`src/rtl/fc_layer_scheduler.sv`:
```
// Layer-pass sequencer for the FC datapath: input/weight address generation,
// MAC enable/load alignment with memory read data, and output write strobes.
module fc_layer_scheduler #(
    parameter int INNEURON                = 8,
    parameter int OUTNEURON               = 4,
    parameter int PI                      = 2,
    parameter int PO                      = 2,
    parameter int RD_LAT                  = 2,
    parameter int MAC_LAT                 = 1,
    parameter int FC_INNEURON_ADDR_WIDTH  = 8,
    parameter int FC_WEIGHT_ADDR_WIDTH    = 12,
    parameter int FC_OUTNEURON_ADDR_WIDTH = 8,
    parameter int BANK_SEL_WIDTH          = 5
) (
    input  logic                               clock,
    input  logic                               reset_n,
    input  logic                               start,
    output logic                               in_rden,
    output logic [FC_INNEURON_ADDR_WIDTH-1:0]  in_addr_a,
    output logic [FC_INNEURON_ADDR_WIDTH-1:0]  in_addr_b,
    output logic [BANK_SEL_WIDTH-1:0]          bank_sel,
    output logic                               w_rden,
    output logic [FC_WEIGHT_ADDR_WIDTH-1:0]    w_addr,
    output logic                               mac_en,
    output logic                               accum_sload,
    output logic                               out_wren,
    output logic [FC_OUTNEURON_ADDR_WIDTH-1:0] out_addr,
    output logic                               busy,
    output logic                               done
);

    localparam int K      = INNEURON / 2;
    localparam int BPB    = K / PI;
    localparam int G      = OUTNEURON / PO;
    localparam int DL     = RD_LAT + MAC_LAT;
    localparam int KW     = $clog2(K + 1);
    localparam int JW     = $clog2(BPB + 1);
    localparam int GW     = $clog2(G + 1);
    localparam int DW     = $clog2(DL + 1);
    localparam int BSR_W  = RD_LAT * BANK_SEL_WIDTH;

    if (PI < 1 || INNEURON % (2 * PI) != 0) begin : g_chk_in
        $error("INNEURON must be divisible by 2*PI");
    end
    if (PO < 1 || OUTNEURON % PO != 0) begin : g_chk_out
        $error("OUTNEURON must be divisible by PO");
    end
    if (BANK_SEL_WIDTH < $clog2(PI)) begin : g_chk_bank
        $error("BANK_SEL_WIDTH too small for PI banks");
    end
    if (RD_LAT < 1) begin : g_chk_lat
        $error("RD_LAT must be at least 1");
    end

    typedef enum logic [2:0] {
        IDLE,
        RUN,
        DRAIN,
        WRITE,
        FIN
    } state_t;

    state_t state;
    state_t state_nx;

    logic [KW-1:0]                   beat;
    logic [JW-1:0]                   j;
    logic [BANK_SEL_WIDTH-1:0]       bank;
    logic [GW-1:0]                   grp;
    logic [DW-1:0]                   dcnt;
    logic [FC_WEIGHT_ADDR_WIDTH-1:0] w_cnt;

    logic [RD_LAT-1:0]                     rden_sr;
    logic [RD_LAT-1:0]                     sload_sr;
    logic [RD_LAT-1:0][BANK_SEL_WIDTH-1:0] bank_sr;

    logic                      run;
    logic                      first_beat;
    logic [BANK_SEL_WIDTH-1:0] bank_now;
    logic                      last_beat;
    logic                      last_j;
    logic                      last_drain;
    logic                      last_grp;

    assign run        = (state == RUN);
    assign first_beat = run && (beat == '0);
    assign bank_now   = run ? bank : '0;
    assign last_beat  = (beat == KW'(K - 1));
    assign last_j     = (j == JW'(BPB - 1));
    assign last_drain = (dcnt == DW'(DL - 1));
    assign last_grp   = (grp == GW'(G - 1));

    always_ff @(posedge clock) begin
        if (!reset_n) begin
            state <= IDLE;
        end else begin
            state <= state_nx;
        end
    end

    always_comb begin
        state_nx = state;
        case (state)
            IDLE:    if (start) state_nx = RUN;
            RUN:     if (last_beat) state_nx = DRAIN;
            DRAIN:   if (last_drain) state_nx = WRITE;
            WRITE:   state_nx = last_grp ? FIN : RUN;
            FIN:     state_nx = IDLE;
            default: state_nx = IDLE;
        endcase
    end

    // Bank/local index advance as a nested counter pair, so k/BPB and k%BPB
    // never need a divider; everything rewinds on the last beat of a group.
    always_ff @(posedge clock) begin
        if (!reset_n) begin
            beat  <= '0;
            j     <= '0;
            bank  <= '0;
            grp   <= '0;
            dcnt  <= '0;
            w_cnt <= '0;
        end else begin
            case (state)
                IDLE: begin
                    if (start) begin
                        beat  <= '0;
                        j     <= '0;
                        bank  <= '0;
                        grp   <= '0;
                        dcnt  <= '0;
                        w_cnt <= '0;
                    end
                end
                RUN: begin
                    w_cnt <= w_cnt + 1'b1;
                    dcnt  <= '0;
                    if (last_beat) begin
                        beat <= '0;
                        j    <= '0;
                        bank <= '0;
                    end else begin
                        beat <= beat + 1'b1;
                        if (last_j) begin
                            j    <= '0;
                            bank <= bank + 1'b1;
                        end else begin
                            j <= j + 1'b1;
                        end
                    end
                end
                DRAIN: dcnt <= dcnt + 1'b1;
                WRITE: if (!last_grp) grp <= grp + 1'b1;
                default: ;
            endcase
        end
    end

    // Read-side qualifiers travel RD_LAT stages so they line up with q data.
    always_ff @(posedge clock) begin
        if (!reset_n) begin
            rden_sr  <= '0;
            sload_sr <= '0;
            bank_sr  <= '0;
        end else begin
            rden_sr  <= RD_LAT'({rden_sr, run});
            sload_sr <= RD_LAT'({sload_sr, first_beat});
            bank_sr  <= BSR_W'({bank_sr, bank_now});
        end
    end

    always_comb begin
        in_rden     = run;
        w_rden      = run;
        in_addr_a   = '0;
        in_addr_b   = '0;
        w_addr      = '0;
        out_wren    = 1'b0;
        out_addr    = '0;
        if (run) begin
            in_addr_a = FC_INNEURON_ADDR_WIDTH'({j, 1'b0});
            in_addr_b = FC_INNEURON_ADDR_WIDTH'({j, 1'b1});
            w_addr    = w_cnt;
        end
        if (state == WRITE) begin
            out_wren = 1'b1;
            out_addr = FC_OUTNEURON_ADDR_WIDTH'(grp);
        end
        busy        = (state != IDLE);
        done        = (state == FIN);
        mac_en      = rden_sr[RD_LAT-1];
        accum_sload = sload_sr[RD_LAT-1];
        bank_sel    = bank_sr[RD_LAT-1];
    end

endmodule

```
`config.mk`:
```
export PLATFORM = sky130hd
export DESIGN_NAME = fc_layer_scheduler
export DESIGN_NICKNAME = d
export VERILOG_FILES = /design/src/rtl/fc_layer_scheduler.sv
export SDC_FILE = /design/constraint.sdc
export NUM_CORES = 1
export LEC_CHECK = 0
export BUFFER_PORTS_ARGS = -buffer_cell sky130_fd_sc_hd__clkbuf_2
export CAP_MARGIN = 5
export CORE_MARGIN = 4
export CORE_UTILIZATION = 45
export CTS_CLUSTER_DIAMETER = 150
export DETAILED_ROUTE_END_ITERATION = 10
export HOLD_SLACK_MARGIN = 0.1
export PLACE_DENSITY = 0.73
export SYNTH_ARGS = -nofsm -noshare
export SYNTH_HDL_FRONTEND = slang
export SYNTH_SLANG_ARGS = --single-unit
export TNS_END_PERCENT = 5
```
`constraint.sdc`:
```
create_clock -name clock -period 2.6 [get_ports clock]
set_input_delay 0.78 -clock clock [delete_from_list [all_inputs] [get_ports clock]]
set_output_delay 0.78 -clock clock [all_outputs]
set_load 0.02 [all_outputs]
```
[Word level (Yosys, flattened, before mapping)]
Cells that the tools add are included.
Word-level totals
  register bits: 43
  latch bits: 0
  RAM bits: 0
  bits in read-only memories: 0
  input port bits: 3
  memories kept: 0
Operators by class
  $add $sub $neg: 6
  multipliers: 0
  div/mod/pow operators: 0
  order comparisons: 0
  equal/unequal tests: 13
  shift operators: 0
  multiplexer cells: 26
  bitwise logic cells: 0
  reductions and logical operators: 13
Operator list (number)
  $mux 12: 2
  $mux 3: 8
  $pmux 12 s2: 1
  $mux 5: 3
  $add 12x1->12 const B: 1
  $pmux 3 s4: 1
  $mux 2: 5
  $pmux 5 s2: 1
  $eq 3x2->1 const B: 3
  $reduce_and 3->1: 3
  $pmux 2 s2: 2
  $add 2x1->2 const B: 3
  $logic_not 3->1: 2
  $ne 2x2->1 const B: 3
  $pmux 2 s3: 1
  $pmux 3 s2: 1
  $reduce_and 2->1: 3
  $reduce_bool 3->1: 2
  $add 5x1->5 const B: 1
  $eq 2x1->1 const B: 2
  $reduce_bool 2->1: 2
  $add 3x1->3 const B: 1
  $eq 3x1->1 const B: 1
  $eq 3x3->1 const B: 1
  other kinds (5): 5

[Longest topological paths before layout]
  word-level depth: 4
  depth in mapped cells: 6
  gate-level depth less buffers: 6

[Least setup slack after synthesis]
OpenSTA, ideal clock, no wires.
  path type: reg-to-output
  from: register state[0]
  to: output port in_addr_b[1]
  arrival: 1.731 ns
  required time: 1.820 ns
  path slack: 0.089 ns
  stages on the path, launching flop included: 6
  cells stage by stage: dfxtp_1 -> or3b_2 -> inv_1 -> clkbuf_1 -> and2_1 -> buf_4
Between the ends
  word-level cells in the longest chain between the ends: 2
RTL lines
  from (decl): RTL line 63  | state_t state;
  from (signal assigned): RTL line 97  | state <= state_nx;
  $eq 3x1->1: RTL line 85  | assign run = (state == RUN);
  via in_rden: RTL line 18  | output logic in_rden,
  $mux 3: RTL line 180  | if (run) begin
  to (decl): RTL line 20  | output logic [FC_INNEURON_ADDR_WIDTH-1:0] in_addr_b,
The timed path passes the listed nets, and every way through them passes these cells.

[Worst setup path in the final report]
  from: register state[0]
  to: output port out_addr[0]
Between the ends
  word-level cells in the longest chain between the ends: 2
RTL lines
  $eq 3x2->1: RTL line 185  | if (state == WRITE) begin
  $mux 2: RTL line 185
  to (decl): RTL line 27  | output logic [FC_OUTNEURON_ADDR_WIDTH-1:0] out_addr,
Every way passes these cells.

==> metrics.md <==
| Metric | Value |
|---|---|
| Post-synth ARST share | 0% |
| CP startpoint kind | flip-flop |
| Worst Skew | about 2.3 ps |
| Static leakage power | 0.976 nW |
| Worst EP required | approximately 1800 ps |
| Power, Total | 1.55 mW |
| EDFF count, synth | 0 |
| Ys flop type | dfxtp_1 |
| Clock buffer count from CTS | 5 |
| Vias in the first global route | roughly 1400 |
| Max-Cap Viols | 0 |
| DR vias/cell | 5.02 |
| Seq/Total Area, Yosys | around 41% |
| F_max | 0.413 GHz |
| WL final | between 3 and 4 mm |
| First-pass GRT wire length | roughly 6.3 mm |
| Number of primary I/O pins | 51 |
| 1st-pass router iterations | 4 |
| Max_slew headroom | a little over three fifths |
| Die height | around 76 um |
| Gate Count Post-Synth | around 250 |
| Avg WL per Cell | between 10 and 15 um |
| CTS Sinks | between 40 and 50 |
| Die width | between 70 and 80 um |
| Final ANT Viol Nets | 0 |
| Crit-path max cell delay | slightly below 400 ps |
| Mapped cell area | 2110 um2 |
| Crit end category | primary output |
| Flop2flop setup slack | roughly 700 ps |
| Residual DRC | 0 |
| Final Hold Vio Count | 0 |
| Placer's final routability congestion estimate | ~0.80 |
| Initial antenna violation count | 0 |
| Worst-path cell chain | buf_4, inv_1, nor3b_1, and2_1, clkbuf_2 |
| Fin Setup TNS | 0 ps |
| Slew Limit Fails | 0 |
| Crit share post-route | around 93% |
| Crit Path Class | flip-flop to primary output |
| GR Overflow Total | 0 |
| Clk_lat worst skew | 290 ps |
| All-layer global routing usage | approximately an eighth |
| Crit path buffers/inverters | 3 |
| Port Buffers | 33 |
| Largest net degree at the start of global routing | 18 |
| Worst path top cell family by delay | simple AND/OR/NAND/NOR gates |
| Synth-to-layout area growth | 8.73% |
| Crit Path Max Fanout | 11 |
| Post-layout min period | 2420 ps |
| Final setup fails | 0 |
| # diodes | 0 |
| Warning count from the yosys run | 0 |
| Syn avg cell area | 8.53 um2 |
| Starting density of the core | 47.4% |
| FP Rows | 24 |
| PwrDens | 678 nW/um2 |
| Root Driver | clkbuf_8 |
| Unique cell type count in the Yosys netlist | 42 |
| Longest Clk Path Bufs | 2 |
| Clk slew on worst S/H paths | roughly 80 ps |
| Die area | about 5800 um2 |
| Util after Layout | a little over 50% |
| Worst-Margin Slew | 552 ps |
| Status | completed |
| Synth Register Bits | 43 |
| Core Area | about 4400 um2 |
| Unrepaired setup endpoints after global routing | false |
| H-tree depth | 2 |
| Drt initial violations | 60 |
| Worst EP arrival | between 1500 and 2000 ps |
| Hold WC Path Type | flip-flop to flip-flop |
| # fillers | 430 |
| Worst vdd ir | between 0.5 and 0.6 mV |
| DR vias | ~1600 |
| Share of layout cells above drive strength 1 | about a fifth |
| CTS Hold Buffers Added | 0 |
| Hold_sp | bank_sr[3]$_SDFF_PN0_ |
| CTS resizes | 0 |
| Slowest cell on the critical path | nor3b_1 |
| Postcts setup bufs | 0 |
| Worst r2r src | state[2]$_SDFFE_PN0P_ |
| CTS tree | built |
| DP Wirelength | 2.72 mm |
| Setup crit start | state[0]$_SDFFE_PN0P_ |
| Fin nets | 280 |
[power by group]
group	internal, mW	total, mW	switching (mW)
logic	0.138	0.411	0.273
clock network	0.187	0.420	0.233
registers	0.696	0.722	0.0256
total	1.02	1.55	0.531
[path summary, 6_finish.rpt]
check	endpoint	cells past startpoint
worst max-delay path	out_addr[0]	5
worst min-delay path	bank_sel[3]$_SDFF_PN0_	1
worst max register to register	w_cnt[11]$_SDFFE_PN0P_	5
worst min register to register	bank_sel[3]$_SDFF_PN0_	1
[state kept, by name (all words and copies together), names as in the netlist]
register / cells
bank: 5
bank_sel: 5
bank_sr: 5
beat: 3
dcnt: 2
grp: 2
j: 2
rden_sr: 2
sload_sr: 2
state: 3
w_cnt: 12
[cells by family (layout without fill, tap and decap cells)]
| family | after synthesis | after routing | share of synthesized area, % |
|---|---|---|---|
| DFF | 43 | 43 | 40.9 |
| and+or+nand+nor | 102 | 102 | 27.6 |
| buffers and inverters | 52 | 61 | 14.3 |
| muxes | 2 | 2 | 0.951 |
| xor gates and xnor gates | 7 | 7 | 2.91 |
| other | 1 | 17 | 0.178 |
| adders and majority gates | 6 | 6 | 3.56 |
| AOI/OAI and AO/OA | 34 | 34 | 9.69 |
[cell usage after synthesis, types with 2 or more instances]
master,number,area share (%)
o31ai_1,2,0.71
xnor2_1,7,2.9
nand3_1,5,1.2
a211oi_1,4,1.4
inv_1,11,2.0
and3_1,6,1.8
a22oi_1,2,0.71
nand4_1,3,0.89
buf_4,26,9.3
or3_1,5,1.5
o21ai_0,8,1.9
a21oi_1,14,3.3
nor3_1,5,1.2
dfxtp_1,43,41
nand2_1,7,1.2
nor3b_1,5,1.8
mux2i_1,2,0.95
or2_2,2,0.59
o22a_1,2,0.83
and2_1,21,6.2
nand3b_1,2,0.71
nor2_1,23,4.1
ha_1,6,3.6
nor2b_1,2,0.59
nor4_1,6,1.8
clkbuf_1,12,2.1
[cell usage in the layout, fill, tap and decap left out, types with 3 or more instances in the layout]
cell type,count
and2_1,21
o21ai_0,8
a21oi_1,14
dfxtp_1,43
nor3b_1,5
nand4_1,3
or3_1,5
clkbuf_8,5
nand2_1,7
inv_1,11
nor3_1,5
xnor2_1,7
and3_1,6
nand3_1,5
clkbuf_2,33
ha_1,6
buf_4,8
conb_1,17
nor4_1,6
nor2_1,23
a211oi_1,4
[per-layer routing]
layer | share of wire [%] | GRT usage (%)
met1 | 45 | 15.5
met5 | 0 | 0
met4 | 1.5 | 5.43
met3 | 5.7 | 3.90
met2 | 48 | 22.0
[final cells by class]
cell class / instances / area (um2) / share of cell area [%]
clock buffer: 5 / 68.8 / 3.01
tap: 52 / 65.1 / 2.84
inverter: 12 / 45.0 / 1.97
clock inverter: 3 / 20.0 / 0.874
sequential: 43 / 861 / 37.6
timing repair buffer: 41 / 225 / 9.84
multi-input combinational: 168 / 1000 / 43.9
[metrics by stage]
| stage | hold WS, ps | setup slack, ps | cell area, um2 | instances |
|---|---|---|---|---|
| 4_1_cts | 437 | 172 | 2290 | 324 |
| 3_3_place_gp | 417 | 533 | 2200 | 316 |
| 5_1_grt | 453 | 24.2 | 2290 | 324 |
| 3_5_place_dp | 417 | 506 | 2200 | 316 |
| 2_1_floorplan | 412 | 88.6 | 2170 | 263 |
| 6_report | 435 | 178 | 2290 | 324 |
Power figures use the tool's default switching activity.
